<file path="config.mk">
export PLATFORM = sky130hd
export DESIGN_NAME = ppu_video_timing_flat
export DESIGN_NICKNAME = d
export VERILOG_FILES = /design/src/rtl/ppu_video_timing_if.sv /design/src/rtl/ppu_video_timing.sv /design/src/flat_wrapper.sv
export SDC_FILE = /design/constraint.sdc
export NUM_CORES = 1
export LEC_CHECK = 0
export ABC_AREA = 0
export BUFFER_PORTS_ARGS = -buffer_cell sky130_fd_sc_hd__buf_4
export CAP_MARGIN = 0
export CORE_ASPECT_RATIO = 1.25
export CORE_MARGIN = 2
export CORE_UTILIZATION = 45
export CTS_BUF_LIST = sky130_fd_sc_hd__clkbuf_16
export DETAILED_ROUTE_END_ITERATION = 8
export PLACE_DENSITY = 0.74
export SETUP_SLACK_MARGIN = 0.4
export SLEW_MARGIN = 20
export SYNTH_ARGS = -nofsm -noshare
export SYNTH_HDL_FRONTEND = slang
export SYNTH_SLANG_ARGS = --single-unit
</file>
<file path="constraint.sdc">
create_clock -name clk -period 1.8 [get_ports clk]
set_input_delay 0.18 -clock clk [delete_from_list [all_inputs] [get_ports clk]]
set_output_delay 0.18 -clock clk [all_outputs]
set_load 0.02 [all_outputs]
</file>
<file path="src/rtl/ppu_video_timing_if.sv">
// ============================================================================
// ppu_video_timing_if : pixel stream from the PPU output stage to the video sink
// Revision 1.0
// ============================================================================
`default_nettype none

interface ppu_video_timing_if;
  logic [7:0] pixel;
  logic       pixel_en;
  logic       frame;

  modport master (
    output pixel,
    output pixel_en,
    output frame
  );

  modport slave (
    input pixel,
    input pixel_en,
    input frame
  );
endinterface

`default_nettype wire

</file>
<file path="src/rtl/ppu_video_timing.sv">
// ============================================================================
// ppu_video_timing : 2C02 dot/scanline counters, odd-frame skip, vblank/NMI
//                    flag and registered pixel output stage
// Revision 1.0
// ============================================================================
`default_nettype none

module ppu_video_timing #(
  parameter int DOTS     = 341,
  parameter int LINES    = 262,
  parameter int VIS_W    = 256,
  parameter int VIS_H    = 240,
  parameter int VBL_LINE = 241,
  parameter int PRE_LINE = 261
) (
  input  logic                      clk,
  input  logic                      rst,
  input  logic                      render_en,
  input  logic                      nmi_en,
  input  logic                      status_rd,
  input  logic [7:0]                pal_idx,
  output logic [8:0]                dot,
  output logic [8:0]                line,
  output logic                      odd_frame,
  output logic                      status_vbl,
  output logic                      vblank,
  output logic                      nmi_n,
  ppu_video_timing_if.master        vid
);

  localparam logic [8:0] LAST_DOT   = 9'(DOTS - 1);
  localparam logic [8:0] SKIP_DOT   = 9'(DOTS - 2);
  localparam logic [8:0] LAST_LINE  = 9'(LINES - 1);
  localparam logic [8:0] PRE_L      = 9'(PRE_LINE);
  localparam logic [8:0] VBL_L      = 9'(VBL_LINE);
  localparam logic [8:0] VIS_W_L    = 9'(VIS_W);
  localparam logic [8:0] VIS_H_L    = 9'(VIS_H);

  logic       end_of_line;
  logic       on_pre_line;
  logic       skip_dot;
  logic       wrap_frame;
  logic       visible;
  logic       vbl_set;
  logic       vbl_clr;

  logic [7:0] pixel_q;
  logic       pixel_en_q;
  logic       frame_q;

  // ------------------------------------------------------------------------
  // Raster counters
  // ------------------------------------------------------------------------
  assign end_of_line = (dot == LAST_DOT);
  assign on_pre_line = (line == PRE_L);

  // The last dot of the pre-render line is dropped on odd frames while rendering.
  assign skip_dot    = on_pre_line && (dot == SKIP_DOT) && odd_frame && render_en;
  assign wrap_frame  = skip_dot || (end_of_line && (line == LAST_LINE));

  always_ff @(posedge clk or negedge rst) begin
    if (!rst) begin
      dot       <= '0;
      line      <= '0;
      odd_frame <= 1'b0;
    end else if (wrap_frame) begin
      dot       <= '0;
      line      <= '0;
      odd_frame <= ~odd_frame;
    end else if (end_of_line) begin
      dot       <= '0;
      line      <= line + 9'd1;
    end else begin
      dot       <= dot + 9'd1;
    end
  end

  // ------------------------------------------------------------------------
  // Vblank flag and NMI
  // ------------------------------------------------------------------------
  assign vbl_set = (line == VBL_L) && (dot == 9'd1);
  assign vbl_clr = on_pre_line && (dot == 9'd1);

  // A read landing on the set cycle wins: the flag is never raised that frame.
  always_ff @(posedge clk or negedge rst) begin
    if (!rst) begin
      vblank <= 1'b0;
    end else if (vbl_set && !status_rd) begin
      vblank <= 1'b1;
    end else if (vbl_clr) begin
      vblank <= 1'b0;
    end else if (status_rd) begin
      vblank <= 1'b0;
    end
  end

  assign status_vbl = vblank;
  assign nmi_n      = ~(vblank & nmi_en);

  // ------------------------------------------------------------------------
  // Pixel output stage
  // ------------------------------------------------------------------------
  assign visible = (line < VIS_H_L) && (dot >= 9'd1) && (dot <= VIS_W_L);

  always_ff @(posedge clk or negedge rst) begin
    if (!rst) begin
      pixel_q    <= '0;
      pixel_en_q <= 1'b0;
      frame_q    <= 1'b0;
    end else begin
      pixel_en_q <= visible;
      frame_q    <= on_pre_line;
      if (visible) begin
        pixel_q <= pal_idx;
      end
    end
  end

  assign vid.pixel    = pixel_q;
  assign vid.pixel_en = pixel_en_q;
  assign vid.frame    = frame_q;

endmodule

`default_nettype wire

</file>
<file path="src/flat_wrapper.sv">
// flat-port wrapper written by rule: the top's interface ports become plain ports
module ppu_video_timing_flat 
#(
  parameter int DOTS     = 341,
  parameter int LINES    = 262,
  parameter int VIS_W    = 256,
  parameter int VIS_H    = 240,
  parameter int VBL_LINE = 241,
  parameter int PRE_LINE = 261
)
  (clk, rst, render_en, nmi_en, status_rd, pal_idx, dot, line, odd_frame, status_vbl, vblank, nmi_n, vid_pixel, vid_pixel_en, vid_frame);
  ppu_video_timing_if vid_i ();
  input  logic clk;
  input  logic rst;
  input  logic render_en;
  input  logic nmi_en;
  input  logic status_rd;
  input  logic [7:0] pal_idx;
  output logic [8:0] dot;
  output logic [8:0] line;
  output logic odd_frame;
  output logic status_vbl;
  output logic vblank;
  output logic nmi_n;
  output wire logic [$bits(vid_i.pixel)-1:0] vid_pixel;
  output wire logic [$bits(vid_i.pixel_en)-1:0] vid_pixel_en;
  output wire logic [$bits(vid_i.frame)-1:0] vid_frame;
  assign vid_pixel = vid_i.pixel;
  assign vid_pixel_en = vid_i.pixel_en;
  assign vid_frame = vid_i.frame;
  ppu_video_timing #(.DOTS(DOTS), .LINES(LINES), .VIS_W(VIS_W), .VIS_H(VIS_H), .VBL_LINE(VBL_LINE), .PRE_LINE(PRE_LINE)) u_core (.clk(clk), .rst(rst), .render_en(render_en), .nmi_en(nmi_en), .status_rd(status_rd), .pal_idx(pal_idx), .dot(dot), .line(line), .odd_frame(odd_frame), .status_vbl(status_vbl), .vblank(vblank), .nmi_n(nmi_n), .vid(vid_i));
endmodule
</file>
# Word level (Yosys, flattened, before mapping)
# Index checks and enable logic that the tools add are counted.
# word_totals
register_bits,30
latchBits,0
ramBits,0
rom_bits,0
out_inout_bits,32
mem_count,0
# classes
add_sub_neg,2
n_mul,0
n_div,0
magnitude_cmp,3
eq_ne,5
shift,0
mux,7
bitwise,3
n_reduce_logical,13
# ops
cell,n
2-to-1 mux 9 bit,4
equality test 9 bit (second input constant),3
adder 9 x 1 -> 9 bit (second input constant),2
equality test 9 x 1 -> 1 bit (second input constant),1
equality test 9 x 8 -> 1 bit (second input constant),1
greater-or-equal comparator 9 x 1 -> 1 bit (second input constant),1
less-or-equal comparator 9 bit (second input constant),1
logical AND 1 bit,9
less-than comparator 9 x 8 -> 1 bit (second input constant),1
2-to-1 mux 1 bit,3
nonzero test 3 bit,1
inverter 1 bit,2
nonzero test 2 bit,1
bitwise AND 1 bit,1
zero test 1 bit,1
logical OR 1 bit,1

# Depth between registers and ports, before layout
# logic_depth
word_depth,6
ltp_mapped,6
ltp_nobuf,6

# Worst setup path before layout
# No wires, ideal clock.
# synth_timing
path_kind,flip-flop to flip-flop
from,register u_core.line[5]
to,register u_core.dot[0]
setup_time_ns,0.138
arrival_time_ns,1.737
t_required_ns,1.662
setup_slack_ns,-0.075
stages_incl_launch_ff,5
period_less_slack_ns,1.875
path_cell_list,dfrtp_1 -> or3_1 -> or3_4 -> o41ai_4 -> a21oi_1
# synth_via
elab_chain_len,6
word_cells_on_any_way,7
classes_between,eq/ne: 1; mux: 1; reduce/logical: 5
# synth_rtl
element,line,source
start: declaration,ppu_video_timing.sv:23,"output logic [8:0] line,"
start signal: assignment,ppu_video_timing.sv:72,line <= line + 9'd1;
equality test 9 bit (*),"ppu_video_timing.sv:55, ppu_video_timing.sv:59",
logical AND 1 bit (3 in series),ppu_video_timing.sv:58,assign skip_dot = on_pre_line && (dot == SKIP_DOT) && odd_frame && render_en;
logical OR 1 bit (*),ppu_video_timing.sv:59,assign wrap_frame = skip_dot || (end_of_line && (line == LAST_LINE));
2-to-1 mux 9 bit (*),ppu_video_timing.sv:66,end else if (wrap_frame) begin
end signal: assignment,ppu_video_timing.sv:74,dot <= dot + 9'd1;
end: declaration,ppu_video_timing.sv:22,"output logic [8:0] dot,"
# Mark *: on every way between the ends. The rest lies on a longest branch, timed or not.
# A chain may end at the register's enable or synchronous reset.

# Worst setup path in the final report
# layout_timing
from,register u_core.dot[5]
to,register u_core.pixel_q[7] (netlist: u_core.vid.pixel[7])
# layout_via
elab_chain_len,3
word_cells_on_any_way,4
classes_between,order compare: 2; reduce/logical: 2
# layout_rtl
element,line,source
greater-or-equal comparator 9 x 1 -> 1 bit,ppu_video_timing.sv:103,assign visible = (line < VIS_H_L) && (dot >= 9'd1) && (dot <= VIS_W_L);
logical AND 1 bit,ppu_video_timing.sv:103,
logical AND 1 bit (*),ppu_video_timing.sv:103,
end signal: assignment,ppu_video_timing.sv:114,pixel_q <= pal_idx;
end: declaration,ppu_video_timing.sv:47,logic [7:0] pixel_q;
# Marked as above.

==> impl_metrics.tcl <==
set metrics [dict create \
    status "finished, final reports clean" \
    syn_nets 146 \
    row_count 23 \
    cts_buffers 5 \
    finalWeightedCongestion 0.784 \
    vias 1333 \
    die_w_um 55.3 \
    finalMaxSlewViolations 0 \
    drc 0 \
    synth_area_um2 1480 \
    fp.coreArea_um2 3170 \
    dp_cells 225 \
    seq_area_um2 762 \
    utilization 0.798 \
    grt_pass1_vias 1417 \
    synth_top_area_cell "dfrtp_1" \
    start_util 0.468 \
    viasPerCell 5.42 \
    cts_sinks 30 \
    finalHoldViolCount 0 \
    synth_cell_types 36 \
    grt_util_all_layers 0.222 \
    fillCellCount 189 \
    worst_slack_ns 0.0194 \
    power_density_nw_per_um2 612 \
    ioPinCount 45 \
    period_share 0.989 \
    fp.dieH_um 68.1 \
    drt_iter0_drc 27 \
    syn_to_final_growth_pct 70.8 \
    ant_nets 0 \
    nNetsFinal 226 \
    fmax_ghz 0.562 \
    ys_ff_latch 30 \
    slew_headroom 0.738 \
    setup_violations 0 \
    clk_latency_ns 0.28 \
    critPathCaptureType "flop" \
    multiInputGateArea_um2 940 \
    syn_inst 128 \
    synth_top_area_frac 0.507 \
    hold-worst-slack_ns 0.137 \
    wirelength_mm 4.19 \
    p_leak_nw 1.25 \
    fin_skew_ns 0.00551 \
    worstSetupPathType "flop to flop" \
    path_clk_slew_ns 0.05 \
    die-area_um2 3770 \
    avgRoutedWirePerCell_um 17.0 \
    rsz0062_at_grt "true" \
    max-clock-path-buffers 2 \
    pre_cts_ws_ns 0.00297 \
    tritoncts "built" \
    ys_warn_count 0 \
    htreeDepth 2 \
    port_buffers 44 \
    hp-class "input port to flop" \
    antenna_found_initial 0 \
    grt_max_degree 31 \
    worst_ep_required_time_ns 1.96 \
    crit_path_start_kind "flop" \
    instances_no_fill 246 \
    crit_arrival_ns 1.94 \
    max_cap_viol_count 0 \
    overflow 0 \
    clockRootBuffer "clkbuf_16" \
    antenna_cells 0 \
    ys_seq_area_frac 0.507 \
    dp.final_hpwl_mm 2.65 \
    syn_area_per_cell_um2 11.6 \
    drive_above_1_share 0.641 \
    synthTopCellsByArea "dfrtp_1 51%, xor2_1 6.5%, mux2_2 6.1%, ha_1 4.2%, xnor2_1 3.0%" \
    grt_pass1_wl_mm 6.36 \
    crit_path_max_fanout 9 \
    firstDrtPassIters 4 \
    fin_tns_setup_ns 0 \
    finalCriticalPeriod_ns 1.78 \
    worstMarginPinSlew_ns 0.394 \
    peakVddDrop_uv 671 \
]
[state kept, by name (all words and copies together), names as in the netlist]
name                 flops
u_core.dot               9
u_core.line              9
u_core.odd_frame         1
u_core.status_vbl        1
u_core.vid.frame         1
u_core.vid.pixel         8
u_core.vid.pixel_en      1
[path summary, 6_finish.rpt]
check	startpoint	to	slack [ns]	cells past startpoint
max in group asynchronous	rst	u_core.dot[1]$_DFF_PN0_	1.12	2
min reg2reg	u_core.vid.pixel[7]$_DFFE_PN0P_	u_core.vid.pixel[7]$_DFFE_PN0P_	0.51	1
max	u_core.dot[5]$_DFF_PN0_	u_core.vid.pixel[7]$_DFFE_PN0P_	0.02	5
min in group asynchronous	rst	u_core.vid.pixel[1]$_DFFE_PN0P_	0.38	2
max reg2reg	u_core.dot[5]$_DFF_PN0_	u_core.vid.pixel[7]$_DFFE_PN0P_	0.02	5
min	pal_idx[3]	u_core.vid.pixel[3]$_DFFE_PN0P_	0.14	2
[layer usage]
layer | routed length [um] | vias to the layer above | GRT usage | share of wire
met2 | 2330 | 42 | 0.405 | 0.56
li1 | - | 615 | - | -
met4 | 111 | 0 | 0.122 | 0.027
met3 | 187 | 10 | 0.0624 | 0.045
met1 | 1560 | 666 | 0.235 | 0.37
met5 | 0 | - | 0 | 0
[cell usage after synthesis (all sizes together)]
cell type	number
a311oi	1
a31oi	1
xor2	11
and3	1
o21ai	1
dfrtp	30
xnor2	5
and4	1
nand3	6
mux2	8
nand2	7
nor2	7
nand4	2
and4b	1
or4b	1
o41ai	2
a21oi	7
o31a	1
nand4bb	1
ha	5
a21boi	1
nand4b	3
o211ai	1
inv	6
nor4	3
buf	3
nor2b	1
or3	2
nor4bb	1
clkbuf	1
nor3	7
[cell usage in the layout (no fill, tap or decap), types with 2 or more instances in the layout]
cell type  netlist  routed
clkinv_1         0       3
nand4b_1         3       3
inv_4            0       2
buf_6            0       6
xor2_1          11      11
mux2_4           0       8
a21oi_2          0       6
nor3_4           1       5
nor2_1           7       6
inv_1            6       3
nor3_1           6       2
nand3_1          6       5
dfrtp_2          0       9
buf_4            1      69
nand4_1          2       2
ha_4             0       3
dfrtp_1         30      21
xnor2_1          5       5
nor4_4           0       2
nand2_1          7       6
clkbuf_16        0       5
[where the power goes]
| group | leakage [nW] | total (mW) | switching, mW | internal, mW |
|---|---|---|---|---|
| clock network | 0.0663 | 0.780 | 0.284 | 0.496 |
| registers | 0.356 | 0.690 | 0.00521 | 0.685 |
| logic | 0.831 | 0.0765 | 0.0358 | 0.0408 |
[cell families after synthesis]
logic type	share of synthesized area
flops	0.507
fa+ha+maj	0.0423
buf+inv	0.0296
mux	0.0609
xor+xnor	0.0947
simple gates	0.184
compound gates	0.0812
[area by class of cell]
cell class | count | share of cell area
clock inverters | 3 | 0.00446
inverters | 6 | 0.0109
multi-input cells | 88 | 0.372
clock buffers | 5 | 0.0495
well taps | 37 | 0.0183
flip-flops and latches | 30 | 0.301
repair buffers | 77 | 0.244
[per-stage QoR]
stage,cell area [um^2],total power [mW]
after floorplan,1580,0.720
after global placement,2080,0.768
after detailed placement,2080,0.771
after CTS,2360,1.56
after global routing,2530,1.60
final,2530,1.55
[worst max-delay path: stages (launching register included)]
cell and delay (ns):
dfrtp_2 0.44, nor4_4 0.38, and4_4 0.29, o211ai_4 0.09, buf_12 0.16, mux2_4 0.29
[repair_timing]
action                     CTS  global route
hold endpoints to repair    30             0
setup buffers                6             6
pin swaps                    4            10
setup endpoints to repair   28            29
resized for setup           19            26
hold buffers                 1             0
No activity file was read; power rests on OpenSTA's default activity.
